===== src/rtl/tri0_bus_arbiter.sv =====
// tri0_bus_arbiter: round-robin arbitrated shared bus that reads 0 when no driver owns it
module tri0_bus_arbiter #(
   parameter int N_DRV = 4,
   parameter int DATA_W = 8,
   parameter int MAX_HOLD = 4,
   localparam int ID_W = N_DRV > 1 ? $clog2(N_DRV) : 1
) (
   input  logic                    clk,
   input  logic                    rst_n,
   input  logic [N_DRV-1:0]        req,
   input  logic [N_DRV*DATA_W-1:0] drv_data,
   output logic [N_DRV-1:0]        gnt,
   output logic [DATA_W-1:0]       bus,
   output logic                    bus_valid,
   output logic [ID_W-1:0]         owner,
   output logic                    contention
);
   localparam int HW = MAX_HOLD > 1 ? $clog2(MAX_HOLD) : 1;
   localparam logic [HW-1:0] LIM = HW'(MAX_HOLD > 0 ? MAX_HOLD - 1 : 0);
   localparam logic [0:0] IDLE = 1'b0, OWNED = 1'b1;

   logic [0:0] state, n_state;
   logic [ID_W-1:0] rr_ptr, n_rr, n_owner;
   logic [HW-1:0] hold_cnt, n_hold;
   logic [N_DRV-1:0] others;
   logic [DATA_W-1:0] sel;
   logic owner_req, lim;

   // first set bit of r at or after index s, wrapping
   function automatic logic [ID_W-1:0] pick(input logic [N_DRV-1:0] r, input int s);
      pick = '0;
      for (int i = N_DRV - 1; i >= 0; i--)
         if (r[(s + i) % N_DRV]) pick = ID_W'((s + i) % N_DRV);
   endfunction

   always_comb begin
      others = req & ~gnt;
      owner_req = |(req & gnt);
      lim = MAX_HOLD != 0 && hold_cnt == LIM;
      n_state = state;
      n_owner = owner;
      n_hold = hold_cnt;
      n_rr = rr_ptr;
      if (state == IDLE) begin
         if (|req) begin
            n_owner = pick(req, int'(rr_ptr) + 1);
            n_rr = n_owner;
            n_hold = '0;
            n_state = OWNED;
         end
      end else if (owner_req && !lim) begin
         n_hold = |others ? hold_cnt + 1'b1 : hold_cnt;
      end else if (|others) begin
         n_owner = pick(others, int'(owner) + 1);
         n_rr = n_owner;
         n_hold = '0;
      end else if (owner_req) begin
         n_hold = '0;
      end else begin
         n_state = IDLE;
      end
   end

   always_comb begin
      sel = '0;
      for (int i = 0; i < N_DRV; i++)
         if (owner == ID_W'(i)) sel = drv_data[i*DATA_W +: DATA_W];
   end

   always_ff @(posedge clk or negedge rst_n)
      if (!rst_n) begin
         state <= IDLE;
         gnt <= '0;
         owner <= '0;
         rr_ptr <= ID_W'(N_DRV - 1);
         hold_cnt <= '0;
         bus <= '0;
         bus_valid <= 1'b0;
         contention <= 1'b0;
      end else begin
         state <= n_state;
         gnt <= n_state == OWNED ? {{(N_DRV-1){1'b0}}, 1'b1} << n_owner : '0;
         owner <= n_owner;
         rr_ptr <= n_rr;
         hold_cnt <= n_hold;
         bus <= |gnt ? sel : '0;
         bus_valid <= |gnt;
         contention <= $countones(req) > 1;
      end
endmodule


===== config.mk =====
export PLATFORM = sky130hd
export DESIGN_NAME = tri0_bus_arbiter
export DESIGN_NICKNAME = d
export VERILOG_FILES = /design/src/rtl/tri0_bus_arbiter.sv
export SDC_FILE = /design/constraint.sdc
export NUM_CORES = 1
export LEC_CHECK = 0
export CAP_MARGIN = 40
export CORE_MARGIN = 2
export CORE_UTILIZATION = 41
export CTS_CLUSTER_DIAMETER = 150
export CTS_CLUSTER_SIZE = 14
export DETAILED_ROUTE_END_ITERATION = 8
export PLACE_DENSITY = 0.88
export SLEW_MARGIN = 5
export SYNTH_ARGS = -nofsm -noshare
export SYNTH_HDL_FRONTEND = slang
export SYNTH_SLANG_ARGS = --single-unit

===== constraint.sdc =====
create_clock -name clk -period 1.9 [get_ports clk]
set_input_delay 0.38 -clock clk [delete_from_list [all_inputs] [get_ports clk]]
set_output_delay 0.38 -clock clk [all_outputs]
set_load 0.05 [all_outputs]

==> reports/metrics.cfg <==
[status]
status=finished clean

[grt]
grt_usage=0.212
grt_overflow_total=0
grt_max_degree=22
busiest_layer=met2
grt_pass1_wl_mm=6.93
antenna_found_initial=0
use_met2=0.393
grt_pass1_vias=1487
use_met3=0.0347
met1_usage=0.260

[timing]
finalHoldViolations=0
worst_pin_slew_ns=0.509
fin_crit_sh=0.980
fin_skew_ns=0.00247
final.setup.tns_ns=0
max_freq_ghz=0.537
fin_crit_ns=1.86
slew_viol_final=0
setup_viol=0
relSlewSlack=0.660
rsz0062_at_grt=no

[route]
drc=0
ant_nets=0
avgRoutedWirePerCell_um=15.0
drtIter0Drc=100
vias=1556
avgViaCountPerCell=5.31
firstDrtPassIters=4
wl_mm=4.40

[critical_path]
worst_ep_arrival_time_ns=2.01
required_ns=2.05
cp-end-kind=flop
worst_path_max_delay_cell=dfrtp_2
critPathKind=reg2reg
startpoint_type=flop
max_stage_delay_ns=0.47
cp_max_fo=5
path_cells=nand2b_1, a21oi_2, o32ai_2, o311ai_4, o311a_4, and3b_1

[logic_synthesis]
ys_seq_elements=21
async_reset_ff_frac=1.00
synth_edf_count=0
yosysWarningCount=0
yosysSeqAreaShare=0.347
syn_inst=168
ys_types=50
synth_area_per_cell_um2=9.06
netlist_area_um2=1520
synthFlopType=dfrtp_1
synth_nets=213

[clock_network]
cts_buffers=3
clockBufferDepth=2
cts_num_sinks=21
clk_pin_slew_ns=0.07
root_buffer=clkbuf_8
cts_hold_buf=0
cts_tree=done
worstSkewPairLatency_ns=0.26
htree_levels=1

[power_and_ir_drop]
peakVddDrop_mv=0.951
p_leak_nw=1.04
p_per_area_nw_per_um2=1640

[final_layout]
fillCellCount=272
multiInputGateArea_um2=997
ff_latch_area_um2=536
design_area_um2=2400
syn2layout_area_growth_pct=57.7
final_nets=291
drive_gt1_frac=0.314
n_antenna_cell=0

[die]
dieWidth_um=64.9
core-area_um2=3610
rows=22
start_util=0.422
dieArea_um2=4220
die_y_um=64.9
io_pins=54

[placed_design]
io_buffers=53
dp.final_hpwl_mm=3.25
dpl-instance-area_um2=2290
gp_congestion=0.869

[run]
maxCapViolCount=0

[min_path]
hold_path.class=in2async

## cell families after synthesis
kind of cell / share of synthesized area
flip-flops: 0.347
adder cells (fa/ha/maj): 0.0624
multiplexers: 0.0296
buffers and inverters: 0.0559
AO/OA/AOI/OAI: 0.237
AND/OR/NAND/NOR: 0.268
## final timing paths
path	slack [ns]	depth (start not counted)	endpoint	start
setup / recovery	0.04	6	gnt[3]	gnt[1]
hold / removal	0.46	2	contention	rst_n
setup reg to reg	0.04	6	gnt[3]	gnt[1]
hold reg to reg	0.54	1	hold_cnt[1]	hold_cnt[1]
max in group asynchronous	1.17	2	rr_ptr[1]	rst_n
min in group clk	0.54	1	hold_cnt[1]	hold_cnt[1]
## metal layers
metal	vias to the layer above	share of wire	wire length (um)
li1	767	-	-
met1	730	0.42	1850
met2	55	0.52	2270
met3	4	0.054	239
met4	0	0.0077	34
met5	-	0	0
## synth_stat cells, types with 2 or more instances
cell type / count / area share
a21oi_1: 20 / 0.066
a221oi_1: 5 / 0.029
a22oi_1: 2 / 0.0099
a2bb2oi_1: 2 / 0.012
and2b_4: 2 / 0.013
and3_1: 2 / 0.0082
buf_2: 2 / 0.0066
buf_6: 2 / 0.015
clkbuf_1: 5 / 0.012
dfrtp_1: 19 / 0.31
dfstp_2: 2 / 0.035
ha_1: 6 / 0.049
inv_1: 9 / 0.022
mux2i_1: 2 / 0.013
nand2_1: 10 / 0.025
nand2b_1: 3 / 0.012
nand3_1: 4 / 0.013
nand3b_1: 5 / 0.025
nor2_1: 17 / 0.042
nor2b_1: 8 / 0.033
nor3_1: 5 / 0.016
o21ai_0: 4 / 0.013
o21ai_1: 4 / 0.013
o221ai_1: 2 / 0.012
## cell usage in the layout, fill, tap and decap left out, types with 2 or more instances in the layout
| cell type | netlist | routed |
|---|---|---|
| nand2_1 | 10 | 10 |
| nor2b_4 | 1 | 2 |
| clkbuf_8 | 0 | 3 |
| nand2b_1 | 3 | 3 |
| mux2i_1 | 2 | 2 |
| dfrtp_2 | 0 | 3 |
| and2b_4 | 2 | 2 |
| dfrtp_1 | 19 | 15 |
| a22oi_2 | 1 | 2 |
| buf_4 | 0 | 36 |
| nor2_1 | 17 | 17 |
| o21ai_0 | 4 | 4 |
| clkdlybuf4s50_1 | 0 | 42 |
| o21ai_1 | 4 | 4 |
| dlygate4sd2_1 | 0 | 4 |
| nand3b_1 | 5 | 5 |
| a221oi_2 | 0 | 2 |
| nand3_1 | 4 | 4 |
| and3_1 | 2 | 2 |
| dfstp_2 | 2 | 2 |
| nor3_1 | 5 | 5 |
| inv_1 | 9 | 7 |
| a21oi_1 | 20 | 18 |
| a221oi_1 | 5 | 3 |
| nor2b_1 | 8 | 7 |
| a21oi_2 | 1 | 3 |
| ha_1 | 6 | 4 |
## per-stage QoR
| stage | power [mW] | utilization | cells | hold WS [ns] | setup slack, ns |
|---|---|---|---|---|---|
| 2_1_floorplan | 2.64 | - | 168 | 0.0844 | -0.0220 |
| 3_3_place_gp | 3.41 | 0.635 | 287 | 0.494 | -0.340 |
| 3_5_place_dp | 3.48 | 0.635 | 287 | 0.522 | -0.421 |
| 4_1_cts | 3.83 | 0.654 | 291 | 0.470 | 0.0191 |
| 5_1_grt | 4.21 | 0.666 | 293 | 0.476 | 0.00853 |
| 6_report | 3.94 | 0.666 | 293 | 0.462 | 0.0372 |
## repair_timing
item,in CTS,in global routing
buffers inserted,0,2
pin swaps,1,0
gates resized for setup,9,6
endpoints found under the setup margin,9,8
## power by group
part           leakage, nW  internal (mW)  total, mW  switching [mW]
clock               0.0255          0.146      0.288           0.142
combinational        0.761           1.26       2.83            1.57
sequential           0.254          0.663      0.822           0.159
total                 1.04           2.07       3.94            1.87
## worst max-delay path, delay by kind of cell (launching register included)
family | cells | cell delay, ns
compound gates | 4 | 0.84
flops | 1 | 0.47
simple gates | 2 | 0.45
## registers in the layout, summed over array words and instances, names as in the netlist
signal	flops
bus_valid	1
gnt	4
contention	1
state	1
rr_ptr	2
hold_cnt	2
bus	8
owner	2
## area by class of cell
cell class                 instances  share of cell area
multi-input combinational        129               0.415
timing repair buffer              82               0.302
sequential                        21               0.223
tap                               48              0.0250
clock buffer                       3              0.0172
inverter                           9              0.0151
clock inverter                     1             0.00208
Note: power is estimated with default switching activity, not from simulation.
